**config.mk**
```make
export PLATFORM = sky130hd
export DESIGN_NAME = puf_soc_frame_disassembler
export DESIGN_NICKNAME = d
export VERILOG_FILES = /design/src/rtl/puf_soc_frame_disassembler_pkg.sv /design/src/rtl/puf_soc_frame_shift.sv /design/src/rtl/puf_soc_frame_disassembler.sv
export SDC_FILE = /design/constraint.sdc
export NUM_CORES = 1
export LEC_CHECK = 0
export ABC_AREA = 1
export CORE_MARGIN = 2
export CORE_UTILIZATION = 51
export DETAILED_ROUTE_END_ITERATION = 7
export GPL_TIMING_DRIVEN = 0
export PLACE_DENSITY = 0.79
export SYNTH_ARGS = -nofsm -noshare
export SYNTH_HDL_FRONTEND = slang
export SYNTH_SLANG_ARGS = --single-unit
```
**constraint.sdc**
```tcl
create_clock -name clk -period 12.35 [get_ports clk]
set_clock_uncertainty 0.05 [all_clocks]
set_input_delay 2.47 -clock clk [delete_from_list [all_inputs] [get_ports clk]]
set_output_delay 2.47 -clock clk [all_outputs]
set_load 0.03 [all_outputs]
```
**src/rtl/puf_soc_frame_disassembler_pkg.sv**
```systemverilog
// Shared frame layout for the PUF SoC status frame (assembler and disassembler).
// Holds the field offsets for both layouts, the byte count and the FSM state codes.
package puf_soc_frame_disassembler_pkg;

  localparam int FRAME_W = 160;
  localparam int NBYTES  = FRAME_W / 8;

  // Debug (full) layout, LSB upward
  localparam int DBG_CNT_LSER_LSB = 0;
  localparam int DBG_CNT0_LSB     = 32;
  localparam int DBG_CNT1_LSB     = 64;
  localparam int DBG_FULL0_BIT    = 96;
  localparam int DBG_FULL1_BIT    = 97;
  localparam int DBG_RO_LSB       = 98;
  localparam int DBG_FSM_LSB      = 114;
  localparam int DBG_SEL0_LSB     = 117;
  localparam int DBG_SEL1_LSB     = 121;
  localparam int DBG_RX_LSB       = 125;
  localparam int DBG_PAD_LSB      = 133;

  // Normal layout
  localparam int NRM_CNT_LSER_LSB = 0;
  localparam int NRM_FULL0_BIT    = 32;
  localparam int NRM_FULL1_BIT    = 33;
  localparam int NRM_PAD_LSB      = 34;

  localparam logic [1:0] ST_IDLE    = 2'd0;
  localparam logic [1:0] ST_COLLECT = 2'd1;
  localparam logic [1:0] ST_HOLD    = 2'd2;

  function automatic logic pad_nonzero(input logic [FRAME_W-1:0] frame, input logic dbg);
    logic [FRAME_W-1:0] pad;
    pad = dbg ? (frame >> DBG_PAD_LSB) : (frame >> NRM_PAD_LSB);
    return |pad;
  endfunction

endpackage

```
**src/rtl/puf_soc_frame_shift.sv**
```systemverilog
// Byte shift register and byte counter for an LSB-first frame.
// Each loaded byte enters at the top, so after NBYTES loads byte 0 sits at bits [7:0].
module puf_soc_frame_shift #(
  parameter int FRAM_SIZE = 160,
  parameter int NBYTES    = FRAM_SIZE / 8
) (
  input  logic                         clk,
  input  logic                         rst,
  input  logic                         clear,
  input  logic                         load,
  input  logic [7:0]                   byte_in,
  output logic [FRAM_SIZE-1:0]         frame_next,
  output logic [$clog2(NBYTES+1)-1:0]  count,
  output logic                         last
);

  localparam int CNT_W = $clog2(NBYTES + 1);

  logic [FRAM_SIZE-1:0] frame_q;

  assign frame_next = {byte_in, frame_q[FRAM_SIZE-1:8]};
  assign last       = (count == CNT_W'(NBYTES - 1));

  // NOTE: the data register has no reset; every bit is overwritten before a frame is used,
  // so only the counter that decides framing needs a defined reset value.
  always_ff @(posedge clk) begin
    if (load) frame_q <= frame_next;
  end

  // NOTE: sequential state is always assigned with <= so all flops update from pre-edge values.
  always_ff @(posedge clk) begin
    if (rst) begin
      count <= '0;
    end else if (clear) begin
      count <= load ? CNT_W'(1) : '0;
    end else if (load) begin
      count <= count + CNT_W'(1);
    end
  end

endmodule

```
**src/rtl/puf_soc_frame_disassembler.sv**
```systemverilog
// Rebuilds a 160-bit PUF status frame from an LSB-first byte stream, checks padding,
// and presents the unpacked fields to the host with a valid/ready handshake.
module puf_soc_frame_disassembler
  import puf_soc_frame_disassembler_pkg::*;
#(
  parameter int CNT_BIT_SIZE = 32,
  parameter int MUX_LENGTH   = 16,
  parameter int FRAM_SIZE    = 160,
  parameter int TIMEOUT_CYC  = 1000,
  localparam int SEL_W       = $clog2(MUX_LENGTH)
) (
  input  logic                    clk,
  input  logic                    rst,
  input  logic                    i_op_mode,
  input  logic [7:0]              i_byte,
  input  logic                    i_byte_valid,
  output logic                    o_byte_ready,
  input  logic                    i_frame_ready,
  output logic                    o_frame_valid,
  output logic [CNT_BIT_SIZE-1:0] o_cnt_lser,
  output logic [CNT_BIT_SIZE-1:0] o_cnt_0,
  output logic [CNT_BIT_SIZE-1:0] o_cnt_1,
  output logic                    o_full_0,
  output logic                    o_full_1,
  output logic [MUX_LENGTH-1:0]   o_ro_bnk_en,
  output logic [2:0]              o_fsm_state,
  output logic [SEL_W-1:0]        o_sel_mux_0,
  output logic [SEL_W-1:0]        o_sel_mux_1,
  output logic [2*SEL_W-1:0]      o_rx_data,
  output logic                    o_err_pad,
  output logic                    o_err_timeout
);

  localparam int GAP_W = $clog2(TIMEOUT_CYC + 1);

  logic [1:0]                     state;
  logic                           mode_q;
  logic [GAP_W-1:0]               gap_q;
  logic [FRAM_SIZE-1:0]           frame_next;
  logic [$clog2(NBYTES+1)-1:0]    byte_cnt;
  logic                           last_byte;
  logic                           accept;

  assign o_byte_ready  = (state != ST_HOLD);
  assign o_frame_valid = (state == ST_HOLD);
  assign accept        = i_byte_valid && o_byte_ready;

  // Counter is held clear while idle; a byte accepted in IDLE clears and loads to count 1.
  puf_soc_frame_shift #(
    .FRAM_SIZE (FRAM_SIZE),
    .NBYTES    (NBYTES)
  ) u_shift (
    .clk        (clk),
    .rst        (rst),
    .clear      (state == ST_IDLE),
    .load       (accept),
    .byte_in    (i_byte),
    .frame_next (frame_next),
    .count      (byte_cnt),
    .last       (last_byte)
  );

  always_ff @(posedge clk) begin
    if (rst) begin
      state         <= ST_IDLE;
      mode_q        <= 1'b0;
      gap_q         <= '0;
      o_err_pad     <= 1'b0;
      o_err_timeout <= 1'b0;
      o_cnt_lser    <= '0;
      o_cnt_0       <= '0;
      o_cnt_1       <= '0;
      o_full_0      <= 1'b0;
      o_full_1      <= 1'b0;
      o_ro_bnk_en   <= '0;
      o_fsm_state   <= '0;
      o_sel_mux_0   <= '0;
      o_sel_mux_1   <= '0;
      o_rx_data     <= '0;
    end else begin
      o_err_pad     <= 1'b0;
      o_err_timeout <= 1'b0;
      case (state)
        ST_IDLE: begin
          if (accept) begin
            mode_q <= i_op_mode;
            gap_q  <= '0;
            state  <= ST_COLLECT;
          end
        end
        ST_COLLECT: begin
          // An accepted byte takes priority over a timeout on the same edge.
          if (accept) begin
            gap_q <= '0;
            if (last_byte) begin
              if (pad_nonzero(frame_next, mode_q)) begin
                o_err_pad <= 1'b1;
                state     <= ST_IDLE;
              end else begin
                state <= ST_HOLD;
                if (mode_q) begin
                  o_cnt_lser  <= frame_next[DBG_CNT_LSER_LSB +: CNT_BIT_SIZE];
                  o_cnt_0     <= frame_next[DBG_CNT0_LSB +: CNT_BIT_SIZE];
                  o_cnt_1     <= frame_next[DBG_CNT1_LSB +: CNT_BIT_SIZE];
                  o_full_0    <= frame_next[DBG_FULL0_BIT];
                  o_full_1    <= frame_next[DBG_FULL1_BIT];
                  o_ro_bnk_en <= frame_next[DBG_RO_LSB +: MUX_LENGTH];
                  o_fsm_state <= frame_next[DBG_FSM_LSB +: 3];
                  o_sel_mux_0 <= frame_next[DBG_SEL0_LSB +: SEL_W];
                  o_sel_mux_1 <= frame_next[DBG_SEL1_LSB +: SEL_W];
                  o_rx_data   <= frame_next[DBG_RX_LSB +: 2*SEL_W];
                end else begin
                  o_cnt_lser  <= frame_next[NRM_CNT_LSER_LSB +: CNT_BIT_SIZE];
                  o_cnt_0     <= '0;
                  o_cnt_1     <= '0;
                  o_full_0    <= frame_next[NRM_FULL0_BIT];
                  o_full_1    <= frame_next[NRM_FULL1_BIT];
                  o_ro_bnk_en <= '0;
                  o_fsm_state <= '0;
                  o_sel_mux_0 <= '0;
                  o_sel_mux_1 <= '0;
                  o_rx_data   <= '0;
                end
              end
            end
          end else if (gap_q == GAP_W'(TIMEOUT_CYC - 1)) begin
            o_err_timeout <= 1'b1;
            gap_q         <= '0;
            state         <= ST_IDLE;
          end else begin
            gap_q <= gap_q + GAP_W'(1);
          end
        end
        ST_HOLD: begin
          if (i_frame_ready) state <= ST_IDLE;
        end
        default: state <= ST_IDLE;
      endcase
    end
  end

endmodule

```
; After elaboration in Yosys (flattened, before gate mapping)
; Index checks and enable logic that the tools add are counted.
; Widths: inputs -> output; s select.
[totals]
ff_bits = 313
inputBits = 13
out_inout_bits = 137
wordCells = 69
[op_classes]
add_sub_neg = 2
eq_ne = 9
n_mux = 26
bitwise_logic = 4
reduce_logical = 11
[ops]
columns = op, count
row1 = $reduce_or 160->1, 1
row2 = $mux 126, 1
row3 = $mux 32, 2
row4 = $mux 10, 3
row5 = $pmux 10 s2, 1
row6 = $mux 16, 1
row7 = $mux 2, 6
row8 = $add 10x1->10 const B, 1
row9 = $eq 10x10->1 const B, 1
row10 = $mux 5, 2
row11 = $mux 4, 2
row12 = $mux 8, 1
row13 = $reduce_and 4->1, 2
row14 = $ne 2x2->1 const B, 3
row15 = $pmux 2 s3, 1
row16 = $add 5x1->5 const B, 1
row17 = $eq 5x5->1 const B, 1
row18 = $mux 1, 5
row19 = $not 1->1, 4
row20 = $reduce_and 2->1, 2
row21 = $reduce_bool 2->1, 2
row22 = $reduce_or 4->1, 1
row23 = $mux 3, 1
row24 = $ne 3x2->1 const B, 1
row25 = other kinds (6), 6

; Longest topological paths before layout
[logic_depth]
word_depth = 6
depth_mapped = 17
ltp_nobuf = 12

; Modules after synthesis
; Synthesis repeated with hierarchy kept, for this count alone.
[hier_totals]
cells_unflattened = 1686
hier_area_um2 = 13226.4
[by_module_without_submodules]
columns = module, instances, cells_each, area_per_inst_um2, seq_area_each_um2
row1 = puf_soc_frame_disassembler, 1, 1491, 8365.5, 2962.8
row2 = puf_soc_frame_shift, 1, 195, 4860.9, 4664.5

; Worst setup path before layout
; No wires, ideal clock.
[synth_timing]
path_kind = input -> register
from = input port i_byte_valid
to = register gap_q[7]
setup_time_ns = 0.122
t_arrival_ns = 11.788
required_time_ns = 12.178
path_slack_ns = 0.390
cell_stages = 7
n_path_buf = 0
cell_sequence = inv_1 nor2_1 clkinv_1 nand3_1 inv_1 o21ai_0 a21oi_1
[synth_between]
elab_chain_cells = 3
elab_cells_between_ends = 5
cone_classes = eq/ne (1) / mux (2) / reduce/logical (2)
[synth_rtl]
columns = element, line_no
row1 = "start, declared", puf_soc_frame_disassembler.sv:16  ; input logic i_byte_valid,
row2 = $logic_and 1x1->1 *, puf_soc_frame_disassembler.sv:46  ; assign accept = i_byte_valid && o_byte_ready;
row3 = net accept, puf_soc_frame_disassembler.sv:42  ; logic accept;
row4 = $mux 10 or $ne 2x2->1 (tied branches), --
row5 = $pmux 10 s2 or $reduce_and 2->1 (tied branches), --
row6 = "end signal, assigned", puf_soc_frame_disassembler.sv:131  ; gap_q <= gap_q + GAP_W'(1);
row7 = "end, declared", puf_soc_frame_disassembler.sv:38  ; logic [GAP_W-1:0] gap_q;
; Mark *: on every way through the listed nets, which the timed path passes. The rest lies on a longest branch.
; A chain may end at the register's enable or synchronous reset.

; Worst setup path after layout
[layout_timing]
from = register state[1]
to = output port o_frame_valid
[layout_between]
elab_chain_cells = 1
[layout_rtl]
columns = element, line_no
row1 = "start, declared", puf_soc_frame_disassembler.sv:36  ; logic [1:0] state;
row2 = "start signal, assigned", puf_soc_frame_disassembler.sv:65  ; state <= ST_IDLE;
row3 = "start signal, assigned", puf_soc_frame_disassembler.sv:88  ; state <= ST_COLLECT;
row4 = "start signal, assigned", puf_soc_frame_disassembler.sv:98  ; state <= ST_IDLE;
row5 = $eq 2x2->1, puf_soc_frame_disassembler.sv:45  ; assign o_frame_valid = (state == ST_HOLD);
row6 = "end, declared", puf_soc_frame_disassembler.sv:19  ; output logic o_frame_valid,
; No other way between the ends.

==> out/results.txt <==
outcome: complete, no violations
drt drc: 0
Main synth FF type: dfxtp_1
die width: 163 µm
Crit Path Max Fanout: 3
Area Growth Syn to Fin: 24.1%
cells on worst reg2reg path: 16
dominant cells by area after synthesis: edfxtp_1 (36%), dfxtp_1 (24%), nand2_1 (15%), nor2_1 (9.9%), inv_1 (7.4%)
routed via count: 10,393
routed length per instance: 14.7 µm
via/cell ratio: 4.89
FFs w/ async S/R, synth: 0
area leader, netlist: edfxtp_1
top cell type's share of synthesized area: 0.356
YS warnings: 0
clk buf depth: 3
layout cells sized above 1: 0.0529
die area: 26,400 µm²
post-place instance area: 14,900 µm²
Initial Util: 0.514
Startpoint Class: flip-flop
CTS root buffer: clkbuf_16
die extent in y: 163 µm
initial antenna violation count: 0
Pins Over Slew Limit: 0
Slew HR: 0.424
flops & latches, synth: 305
fin nets: 1,787
number of global-route vias before repair: 9,873
I/O pins: 150
setup TNS: 0 ns
Design Power: 0.00232 W
1st-iter DRT viols: 900
Placed Instances: 2,069
CTS tree: yes
final hold violations: 0
Mapped Avg Cell Area: 8.10 µm²
Hold Path Depth: 0
Core ar.: 25,000 µm²
period utilisation layout: 0.360
routability cong.: 0.894
maximum VDD drop: 0.000102 V
crit path DAT: 1.93 ns
Final ANT Viol Nets: 0
final instance area: 15,900 µm²
clk slew on worst S/H paths: 0.06 ns
Final setup viols: 0
GR Util All Layers: 0.236
Rows: 58
leak pwr: 7.90 nW
Critical Path RT: 9.83 ns
cts hold-fix bufs: 0
FMAX: 225 MHz
clk sinks: 305
max cap viols: 0
total clock buffers created by CTS: 31
Port Buffer Count: 149
commonest cells in the netlist: nand2_1 (522), nor2_1 (339), inv_1 (254), dfxtp_1 (153), edfxtp_1 (152)
Routed WL: 31,200 µm
global-route wire length before repair: 49,300 µm
drt pass-1 iters: 5
Worst-Skew Late Latency: 0.56 ns
Period minus WS final: 4.45 ns
unrepaired setup endpoints after global routing: no
Cells after Synth: 1,585
CTS resizes: 0
Hold Crit Class: reg2reg
post-detail-place hpwl: 22,500 µm
register area share after synthesis: 0.594
Post-synth EDFFs: 152
top-count cell post-synth: nand2_1
power density over the cells: 146 nW/µm²
synthesized area: 12,800 µm²
CP endpoint kind: output port
post-synth cell types: 29
Post-Layout Cell Count: 2,127
pin count of the biggest net entering global routing: 36
Tightest Pin Transition: 0.864 ns
crit path kind: reg2out
syn nets: 1,600
gr ovfl total: 0
Post-CTS Setup Bufs: 0
CTS H-tree depth: 1
Inserted Diodes: 0
==> state kept, by name, summed over array words and instances (netlist names) <==
register	flops
o_rx_data	8
o_sel_mux_1	4
u_shift.count	5
o_cnt_1	32
gap_q	10
u_shift.frame_q	152
o_fsm_state	3
o_cnt_0	32
o_sel_mux_0	4
o_full_1	1
o_cnt_lser	32
state	2
mode_q	1
o_err_pad	1
o_full_0	1
o_ro_bnk_en	16
o_err_timeout	1
==> layer usage <==
metal | part of all wire | up-vias | track usage
met4 | 0.034 | 0 | 0.0796
met1 | 0.40 | 4778 | 0.291
met5 | 0 | - | 0
li1 | - | 5120 | -
met2 | 0.50 | 411 | 0.423
met3 | 0.070 | 84 | 0.0357
==> cell type report <==
cell class	count	area (µm²)
Multi-Input combinational cell	956	3790
Clock inverter	12	163
Fill cell	2009	9050
Timing Repair Buffer	154	1600
Buffer	67	453
Clock buffer	46	905
Sequential cell	305	7630
Tap cell	330	413
Inverter	257	965
==> critical path: stages (launching register included) <==
cell             delay [ns]
dfxtp_1                0.36
inv_1                  0.05
nor2_1                 0.24
clkdlybuf4s50_1        0.73
==> power by group <==
part           leakage (nW)  switching (W)  internal (W)
registers              2.71      0.0000463       0.00114
clock network         0.530       0.000383      0.000588
logic                  4.66       0.000115     0.0000514
==> path summary, 6_finish.rpt <==
check,start,to,slack [ns]
max reg2reg,mode_q,o_cnt_1[16],9.61
min,u_shift.frame_q[27],u_shift.frame_q[19],0.40
max,state[1],o_frame_valid,7.90
min reg2reg,u_shift.frame_q[27],u_shift.frame_q[19],0.40
==> stage by stage <==
step,hold slack [ns],setup slack (ns),utilization
finish,0.399,7.90,0.638
floorplan,0.377,0.390,-
detailed placement,0.383,7.54,0.595
global placement,0.379,-4.23,0.590
global route,0.404,7.79,0.638
CTS,0.399,7.88,0.638
==> cells in the final DEF, fill, tap and decap left out, types with 2 or more instances in the layout <==
| cell | instances |
|---|---|
| nand3b_1 | 5 |
| nand4_1 | 4 |
| nor3_1 | 7 |
| nor4_1 | 2 |
| clkbuf_1 | 37 |
| clkbuf_16 | 32 |
| bufinv_16 | 4 |
| clkdlybuf4s50_1 | 149 |
| clkinv_1 | 3 |
| buf_4 | 2 |
| buf_12 | 4 |
| nand2_1 | 522 |
| a21oi_1 | 16 |
| dfxtp_1 | 153 |
| o21ai_0 | 21 |
| buf_2 | 11 |
| clkbuf_8 | 5 |
| clkinv_2 | 6 |
| edfxtp_1 | 152 |
| inv_1 | 254 |
| nor2_1 | 338 |
| ha_1 | 2 |
| nand3_1 | 21 |
| o21a_1 | 6 |
| and2_0 | 4 |
| buf_6 | 24 |
==> kinds of logic (layout without fill, tap and decap cells) <==
kind of cell | Yosys count | after routing | synth area share
AOI/OAI and AO/OA | 48 | 48 | 0.0213
adders and majority gates | 2 | 2 | 0.00195
and+or+nand+nor | 906 | 906 | 0.272
DFF | 305 | 305 | 0.594
buffers and inverters | 324 | 536 | 0.110
No activity file was read; power rests on OpenSTA's default activity.
